<file path="src/rtl/lsu_pkg.sv">
// Shared types and constants for the MEM-stage load/store unit.
package lsu_pkg;

  typedef enum logic [2:0] {
    LB  = 3'b000,
    LH  = 3'b001,
    LW  = 3'b010,
    LBU = 3'b100,
    LHU = 3'b101
  } addr_mode_e;

  typedef enum logic [1:0] {
    IDLE = 2'd0,
    BUSY = 2'd1,
    DONE = 2'd2
  } lsu_state_e;

  localparam logic [3:0] BE_NONE = 4'b0000;
  localparam logic [3:0] BE_LO   = 4'b0011;
  localparam logic [3:0] BE_HI   = 4'b1100;
  localparam logic [3:0] BE_ALL  = 4'b1111;

  // Unsigned sizes exist only for loads; 011/110/111 are never legal.
  function automatic logic mode_legal(input logic [2:0] mode, input logic is_store);
    case (mode)
      3'b000, 3'b001, 3'b010: mode_legal = 1'b1;
      3'b100, 3'b101:         mode_legal = ~is_store;
      default:                mode_legal = 1'b0;
    endcase
  endfunction

endpackage

</file>
<file path="src/rtl/lsu_align.sv">
// Combinational lane logic: store shift, byte enables, alignment check,
// and load lane select with sign/zero extension.
module lsu_align
  import lsu_pkg::*;
#(
  parameter int unsigned WIDTH = 32
) (
  input  logic [2:0]       mode,
  input  logic [1:0]       addr_lo,
  input  logic             is_store,
  input  logic [WIDTH-1:0] wdata,
  output logic [3:0]       be,
  output logic [WIDTH-1:0] wdata_sh,
  output logic             legal,
  input  logic [2:0]       ld_mode,
  input  logic [1:0]       ld_addr_lo,
  input  logic [WIDTH-1:0] rdata,
  output logic [WIDTH-1:0] rdata_ext
);

  addr_mode_e st_m;
  addr_mode_e ld_m;
  logic [7:0]  byte_sel;
  logic [15:0] half_sel;

  assign st_m = addr_mode_e'(mode);
  assign ld_m = addr_mode_e'(ld_mode);

  // Request side: narrow data is replicated so every selected lane carries it.
  always_comb begin
    be       = BE_NONE;
    wdata_sh = '0;
    legal    = mode_legal(mode, is_store);
    case (st_m)
      LB, LBU: begin
        be       = 4'(4'b0001 << addr_lo);
        wdata_sh = WIDTH'({4{wdata[7:0]}});
      end
      LH, LHU: begin
        be       = addr_lo[1] ? BE_HI : BE_LO;
        wdata_sh = WIDTH'({2{wdata[15:0]}});
        if (addr_lo[0]) legal = 1'b0;
      end
      LW: begin
        be       = BE_ALL;
        wdata_sh = wdata;
        if (addr_lo != 2'b00) legal = 1'b0;
      end
      default: legal = 1'b0;
    endcase
  end

  // Response side uses the mode and offset captured with the request.
  always_comb begin
    byte_sel  = rdata[{ld_addr_lo, 3'b000} +: 8];
    half_sel  = ld_addr_lo[1] ? rdata[31:16] : rdata[15:0];
    rdata_ext = '0;
    case (ld_m)
      LB:      rdata_ext = {{(WIDTH-8){byte_sel[7]}}, byte_sel};
      LBU:     rdata_ext = {{(WIDTH-8){1'b0}}, byte_sel};
      LH:      rdata_ext = {{(WIDTH-16){half_sel[15]}}, half_sel};
      LHU:     rdata_ext = {{(WIDTH-16){1'b0}}, half_sel};
      LW:      rdata_ext = rdata;
      default: rdata_ext = '0;
    endcase
  end

endmodule

</file>
<file path="src/rtl/mem_stage_lsu.sv">
// MEM-stage load/store unit: turns EX/MEM load/store controls into a
// valid/ready word request and stalls until it completes.
// Optional BUSY watchdog enabled by defining LSU_TIMEOUT_EN.
module mem_stage_lsu
  import lsu_pkg::*;
#(
  parameter int unsigned WIDTH          = 32,
  parameter int unsigned TIMEOUT_CYCLES = 64
) (
  input  logic             clk,
  input  logic             rst,
  input  logic             MemRead_M,
  input  logic             MemWrite_M,
  input  logic [2:0]       AddrMode_M,
  input  logic [WIDTH-1:0] ALUResult_M,
  input  logic [WIDTH-1:0] WriteData_M,
  output logic [WIDTH-1:0] ReadData_M,
  output logic             Stall_M,
  output logic             Misaligned_M,
  output logic             mem_req,
  output logic             mem_we,
  output logic [WIDTH-1:0] mem_addr,
  output logic [WIDTH-1:0] mem_wdata,
  output logic [3:0]       mem_be,
  input  logic             mem_ready,
  input  logic [WIDTH-1:0] mem_rdata
);

  lsu_state_e       state;
  logic [2:0]       mode_q;
  logic [1:0]       addr_lo_q;
  logic             ld_q;
  logic             access;
  logic             legal;
  logic [3:0]       be_c;
  logic [WIDTH-1:0] wdata_c;
  logic [WIDTH-1:0] rdata_ext;
  logic             tmo_hit;

  assign access = MemRead_M | MemWrite_M;

  lsu_align #(.WIDTH(WIDTH)) u_align (
    .mode       (AddrMode_M),
    .addr_lo    (ALUResult_M[1:0]),
    .is_store   (MemWrite_M),
    .wdata      (WriteData_M),
    .be         (be_c),
    .wdata_sh   (wdata_c),
    .legal      (legal),
    .ld_mode    (mode_q),
    .ld_addr_lo (addr_lo_q),
    .rdata      (mem_rdata),
    .rdata_ext  (rdata_ext)
  );

`ifdef LSU_TIMEOUT_EN
  localparam int unsigned CNT_W = $clog2(TIMEOUT_CYCLES + 1);
  logic [CNT_W-1:0] tmo_cnt;

  // Counts unanswered BUSY cycles; any non-BUSY cycle clears it before entry.
  always_ff @(posedge clk) begin
    if (rst) begin
      tmo_cnt <= '0;
    end else if (state == BUSY && !mem_ready) begin
      tmo_cnt <= tmo_cnt + CNT_W'(1);
    end else begin
      tmo_cnt <= '0;
    end
  end

  assign tmo_hit = (tmo_cnt == CNT_W'(TIMEOUT_CYCLES - 1));
`else
  logic unused_tmo;
  assign unused_tmo = ^TIMEOUT_CYCLES;
  assign tmo_hit    = 1'b0;
`endif

  // Stall must be visible in the same IDLE cycle the access is presented.
  always_comb begin
    Stall_M = 1'b0;
    case (state)
      IDLE:    Stall_M = access & legal;
      BUSY:    Stall_M = 1'b1;
      default: Stall_M = 1'b0;
    endcase
  end

  always_ff @(posedge clk) begin
    if (rst) begin
      state        <= IDLE;
      mem_req      <= 1'b0;
      mem_we       <= 1'b0;
      mem_addr     <= '0;
      mem_wdata    <= '0;
      mem_be       <= BE_NONE;
      ReadData_M   <= '0;
      Misaligned_M <= 1'b0;
      mode_q       <= 3'b000;
      addr_lo_q    <= 2'b00;
      ld_q         <= 1'b0;
    end else begin
      Misaligned_M <= 1'b0;
      case (state)
        IDLE: begin
          if (access && legal) begin
            mem_req   <= 1'b1;
            mem_we    <= MemWrite_M;
            mem_addr  <= {ALUResult_M[WIDTH-1:2], 2'b00};
            mem_wdata <= wdata_c;
            mem_be    <= be_c;
            mode_q    <= AddrMode_M;
            addr_lo_q <= ALUResult_M[1:0];
            ld_q      <= ~MemWrite_M;
            state     <= BUSY;
          end else if (access) begin
            Misaligned_M <= 1'b1;
          end
        end
        BUSY: begin
          if (mem_ready) begin
            mem_req    <= 1'b0;
            ReadData_M <= ld_q ? rdata_ext : '0;
            state      <= DONE;
          end else if (tmo_hit) begin
            // Abandoned access reports through the shared fault flag.
            mem_req      <= 1'b0;
            ReadData_M   <= '0;
            Misaligned_M <= 1'b1;
            state        <= DONE;
          end
        end
        DONE:    state <= IDLE;
        default: state <= IDLE;
      endcase
    end
  end

endmodule

</file>
<file path="config.mk">
export PLATFORM = sky130hd
export DESIGN_NAME = mem_stage_lsu
export DESIGN_NICKNAME = d
export VERILOG_FILES = /design/src/rtl/lsu_pkg.sv /design/src/rtl/lsu_align.sv /design/src/rtl/mem_stage_lsu.sv
export SDC_FILE = /design/constraint.sdc
export NUM_CORES = 1
export LEC_CHECK = 0
export BUFFER_PORTS_ARGS = -buffer_cell sky130_fd_sc_hd__clkbuf_2
export CORE_AREA = 3 3 104 106
export CTS_BUF_LIST = sky130_fd_sc_hd__clkbuf_4 sky130_fd_sc_hd__clkbuf_8
export DETAILED_ROUTE_END_ITERATION = 8
export DIE_AREA = 0 0 107 109
export PLACE_DENSITY = 0.82
export SYNTH_ARGS = -nofsm -noshare
export SYNTH_HDL_FRONTEND = slang
export SYNTH_SLANG_ARGS = --single-unit
</file>
<file path="constraint.sdc">
create_clock -name clk -period 2.29 [get_ports clk]
set_input_delay 0.458 -clock clk [delete_from_list [all_inputs] [get_ports clk]]
set_output_delay 0.458 -clock clk [all_outputs]
set_load 0.1 [all_outputs]
</file>
; Word level (Yosys, flattened, before mapping)
; Cells that the tools add are included.
[word_totals]
inputBits = 104
elab_cells = 61
ff_bits = 109
output_inout_bits = 104
[op_classes]
bitwise = 4
reduce_logical = 15
n_mux = 18
shift = 2
n_eq_ne = 11
[op_table]
columns = cell, count
row1 = case mux 32 bit (5 select lines), 1
row2 = case mux 32 bit (3 select lines), 1
row3 = 2-to-1 mux 32 bit, 1
row4 = variable part select 32 x 6 -> 8 bit, 1
row5 = 2-to-1 mux 16 bit, 1
row6 = "equality test 3 bit, second input constant", 4
row7 = case mux 4 bit (3 select lines), 1
row8 = "equality test 3 x 1 -> 1 bit, second input constant", 2
row9 = "equality test 3 x 2 -> 1 bit, second input constant", 2
row10 = logical NOT 3 bit, 2
row11 = case mux 1 bit (2 select lines), 3
row12 = AND reduction 2 bit, 3
row13 = OR reduction 2 bit, 3
row14 = OR reduction 3 bit, 2
row15 = 2-to-1 mux 1 bit, 5
row16 = 2-to-1 mux 2 bit, 2
row17 = 2-to-1 mux 4 bit, 1
row18 = "!= test 2 bit, second input constant", 2
row19 = case mux 2 bit (2 select lines), 1
row20 = nonzero test 2 bit, 2
row21 = "left shift 1 x 2 -> 4 bit, first input constant", 1
row22 = case mux 1 bit (3 select lines), 1
row23 = AND reduction 3 bit, 1
row24 = "equality test 2 x 1 -> 1 bit, second input constant", 1
row25 = 5 further kinds, 6

; Logic depth before layout (Yosys ltp)
[depth]
word_depth = 8
mapped_depth = 7
ltp_nobuf = 4

; Cells and area by module
; From an unflattened synthesis, not the netlist that was laid out.
[unflattened]
cells_unflattened = 651
hier_area_um2 = 5431.5
[by_module_without_submodules]
columns = module, cells_each, seq_area_each_um2, area_each_um2, instances
row1 = mem_stage_lsu, 424, 2182.1, 3935.0, 1
row2 = lsu_align, 227, 0.0, 1496.4, 1

; Worst setup path before layout
; OpenSTA, ideal clock, no wires.
[synth_path]
path_type = input-to-output
startpoint = input port AddrMode_M[0]
endpoint = output port Stall_M
required_time_ns = 1.832
arrival_ns = 2.545
stages = 4
setup_slack_ns = -0.713
n_path_buf = 1
cell_sequence = buf_2 -> a21oi_1 -> o211ai_1 -> a21oi_1
[synth_via]
elab_chain_cells = 7
word_cells_on_any_way = 15
cone_classes = eq/ne (4) / mux (5) / bitwise (1) / reduce/logical (5)
[synth_lines]
columns = element, line
row1 = from (decl), mem_stage_lsu.sv:14  ; input logic [2:0] AddrMode_M,
row2 = equality test 3 x 1 -> 1 bit (tied with other cells), "lsu_pkg.sv:25, lsu_align.sv:34"
row3 = OR reduction 3 bit or OR reduction 2 bit (tied branches), lsu_pkg.sv:25  ; case (mode)
row4 = case mux 1 bit (2 select lines), lsu_pkg.sv:25
row5 = 2-to-1 mux 1 bit (on tied branches), "lsu_align.sv:47, lsu_align.sv:42"
row6 = case mux 1 bit (3 select lines) (*), lsu_align.sv:34  ; case (st_m)
row7 = bitwise AND 1 bit (*), mem_stage_lsu.sv:82  ; IDLE: Stall_M = access & legal;
row8 = case mux 1 bit (2 select lines) (*), mem_stage_lsu.sv:81  ; case (state)
row9 = to (decl), mem_stage_lsu.sv:18  ; output logic Stall_M,
; Every way passes the cells marked *; elsewhere a longest branch is shown, timed or not.

; Worst setup path in the final report
; Ends and elaborated chain as after synthesis.

==> results.yml <==
job:
  maxCapViolations: 0
place:
  dp.cells: 889
  dp_hpwl_um: 11000
  gp_routability_congestion: 0.914
  place_ws_ns: 0.164
  portBuffers: 205
logic_synthesis:
  synth_edf_count: 0
  synth_xor_area_frac: 0
  synth-compound-area-share: 0.229
  synth_cell_type_count: 43
  postSynth.asyncResetShare: 0
  ys_warn_count: 0
  synth_top_area_share: 0.439
  synthTopCellsByArea: "dfxtp_1, nand2_1, a21oi_1"
  synthesis.area_um2: 4970
  synth.most_common_cell: "nand2_1"
  synth_fa_ha_area_frac: 0
  synth-seq-area-share: 0.439
  synth_mux_area_frac: 0.0751
  synth.largest_area_cell: "dfxtp_1"
  synthCells: 585
  synth_top_family_by_area: "compound AO/OA/AOI/OAI gates"
  synth-simple-area-share: 0.200
  avgSynthCellArea_um2: 8.49
  synthFlopType: "dfxtp_1"
  ys_ff_latch: 109
  synth_common_cells: "nand2_1, dfxtp_1, a21oi_1"
layout:
  fillerInstances: 862
  syn_to_final_growth_pct: 27.6
  seq_area_um2: 2180
  layoutNonFillerInstCount: 905
  post_route_cells_drive_above_1_share: 0.342
  n_antenna_cell: 0
  nets: 871
  multi_input_area_um2: 2530
worst_setup_path:
  timing.rr.start: "mode_q[0]"
  worst-r2r-setup-slack_ns: 0.29
  crit_fanout: 5
  r2r_end: "ReadData_M[28]"
  worstPathRequired_ns: 1.83
  path_delay_family: "compound AO/OA/AOI/OAI gates"
  endpoint: "Stall_M"
  endpoint_kind: "primary output"
  critPathLaunch: "AddrMode_M[0]"
  path_cells: "clkbuf_2, a21oi_1, o211ai_1, a21oi_4, buf_12"
  r2r_cells: 3
  cp_slowest_cell: "a21oi_1"
  start_kind: "input port"
  cp.arrival_ns: 1.71
  slowest_delay_ns: 0.41
  path_buf_inv: 2
  crit_type: "input port to primary output"
  path_depth: 5
grt:
  grt_pass1_vias: 4798
  antenna_found_initial: 0
  grt_overflow: 0
  grt_max_degree: 93
  grt_usage: 0.247
  grt_pass1_wl_um: 23200
sta:
  fmax_ghz: 0.462
  rsz0062_at_grt: "false"
  fin_crit_sh: 0.945
  holdWs_ns: 0.298
  tightest_slew_ns: 1.12
  fin_tns_setup_ns: 0
  relSlewSlack: 0.255
  finalHoldViolations: 0
  slew_viol_final: 0
  setup-violations-final: 0
  layout_min_cycle_time_ns: 2.16
  skew_ns: 0.00895
  layout_setup_ws_ns: 0.126
floorplan:
  num_rows: 36
  die_x_um: 107
  core-area_um2: 9860
  fp.dieH_um: 109
  die_area_um2: 11700
  ioPinCount: 208
  floorplan.initialDensity: 0.503
routing:
  first_pass_iters: 5
  post-route-drc-count: 0
  vias: 5103
  drt_iter0_markers: 381
  wl_um: 14700
  vias_per_cell: 5.64
  wl_per_cell_um: 16.2
  ant_nets: 0
clock_network:
  cts_buffers: 9
  clock_latency_ns: 0.37
  cts_resized: 0
  path_clk_slew_ns: 0.10
  htree_levels: 3
  cts_hold_buf: 0
  clkSinkCount: 109
  cts_tree: "done"
  postCtsSetupRepairBufs: 0
  cts.path.max_buffers: 2
  cts-root-buf: "clkbuf_8"
pwr:
  power_per_cell_area_nw_per_um2: 680
  finalPower_uw: 4310
  peakVddDrop_mv: 0.398
  p_leak_uw: 0.00275
status:
  status: "finished, final reports clean"
worst_hold_path:
  min-delay-path-class: "input port to flip-flop"
==> state kept, by name, indices dropped and copies added (netlist names) <==
register,cells
ReadData_M,32
mem_wdata,32
mem_addr,30
mem_be,4
mode_q,3
addr_lo_q,2
state,2
Misaligned_M,1
ld_q,1
mem_req,1
mem_we,1
==> cells in the final DEF, fill, tap and decap left out, types with 15 or more instances in the layout <==
cell type | synthesis | layout
a21oi_1 | 55 | 54
a221oi_1 | 17 | 17
a22oi_1 | 23 | 23
buf_4 | 4 | 15
clkbuf_2 | 0 | 204
dfxtp_1 | 109 | 109
mux2_2 | 16 | 16
mux2i_1 | 17 | 17
nand2_1 | 116 | 116
nand3_1 | 18 | 18
nand3b_1 | 17 | 17
nor2_1 | 16 | 16
nor2b_1 | 15 | 15
o21ai_0 | 20 | 20
==> power breakdown <==
part           switching, uW  internal (uW)
registers               42.9           1960
logic                    798            259
clock network            646            600
==> final cells by class <==
cell class	count	share of cell area
clock inverter	4	0.00830
sequential	109	0.344
tap	133	0.0263
timing repair buffer	222	0.188
clock buffer	12	0.0261
multi-input combinational	414	0.400
inverter	11	0.00652
==> worst reg2reg max path, cell delays in order (launching register included) <==
cell	delay, ns
dfxtp_1	0.41
o311a_1	0.36
o21ai_1	0.84
a221oi_1	0.21
==> cell families (layout without fill, tap and decap cells) <==
kind of cell | Yosys count | in the layout
multiplexers | 34 | 34
buffers and inverters | 63 | 249
AO/OA/AOI/OAI | 170 | 170
flip-flops | 109 | 109
other | 1 | 2
AND/OR/NAND/NOR | 208 | 208
==> metrics by stage <==
step / utilization / area, um^2
floorplan: - / 4980
global placement: 0.620 / 6120
detailed placement: 0.620 / 6120
CTS: 0.642 / 6330
global route: 0.642 / 6330
finish: 0.642 / 6330
==> routing by layer <==
metal,share of wire,vias up,global-route usage
li1,-,2454,-
met1,0.41,2394,0.310
met2,0.49,227,0.418
met3,0.075,28,0.0557
met4,0.022,0,0.0868
met5,0,-,0
==> worst min path at each step <==
| stage | startpoint | endpoint | slack [ns] | depth (start not counted) |
|---|---|---|---|---|
| after global routing | ALUResult_M[26] | mem_addr[26] | 0.28 | 3 |
| final | ALUResult_M[28] | mem_addr[28] | 0.30 | 3 |
| after CTS | ALUResult_M[28] | mem_addr[28] | 0.28 | 3 |
| after detailed placement | ReadData_M[12] | ReadData_M[12] | 0.44 | 1 |
| after global placement | ReadData_M[13] | ReadData_M[13] | 0.44 | 1 |
| after floorplan | mode_q[2] | mode_q[2] | 0.48 | 2 |
Note: power is estimated with default switching activity, not from simulation.
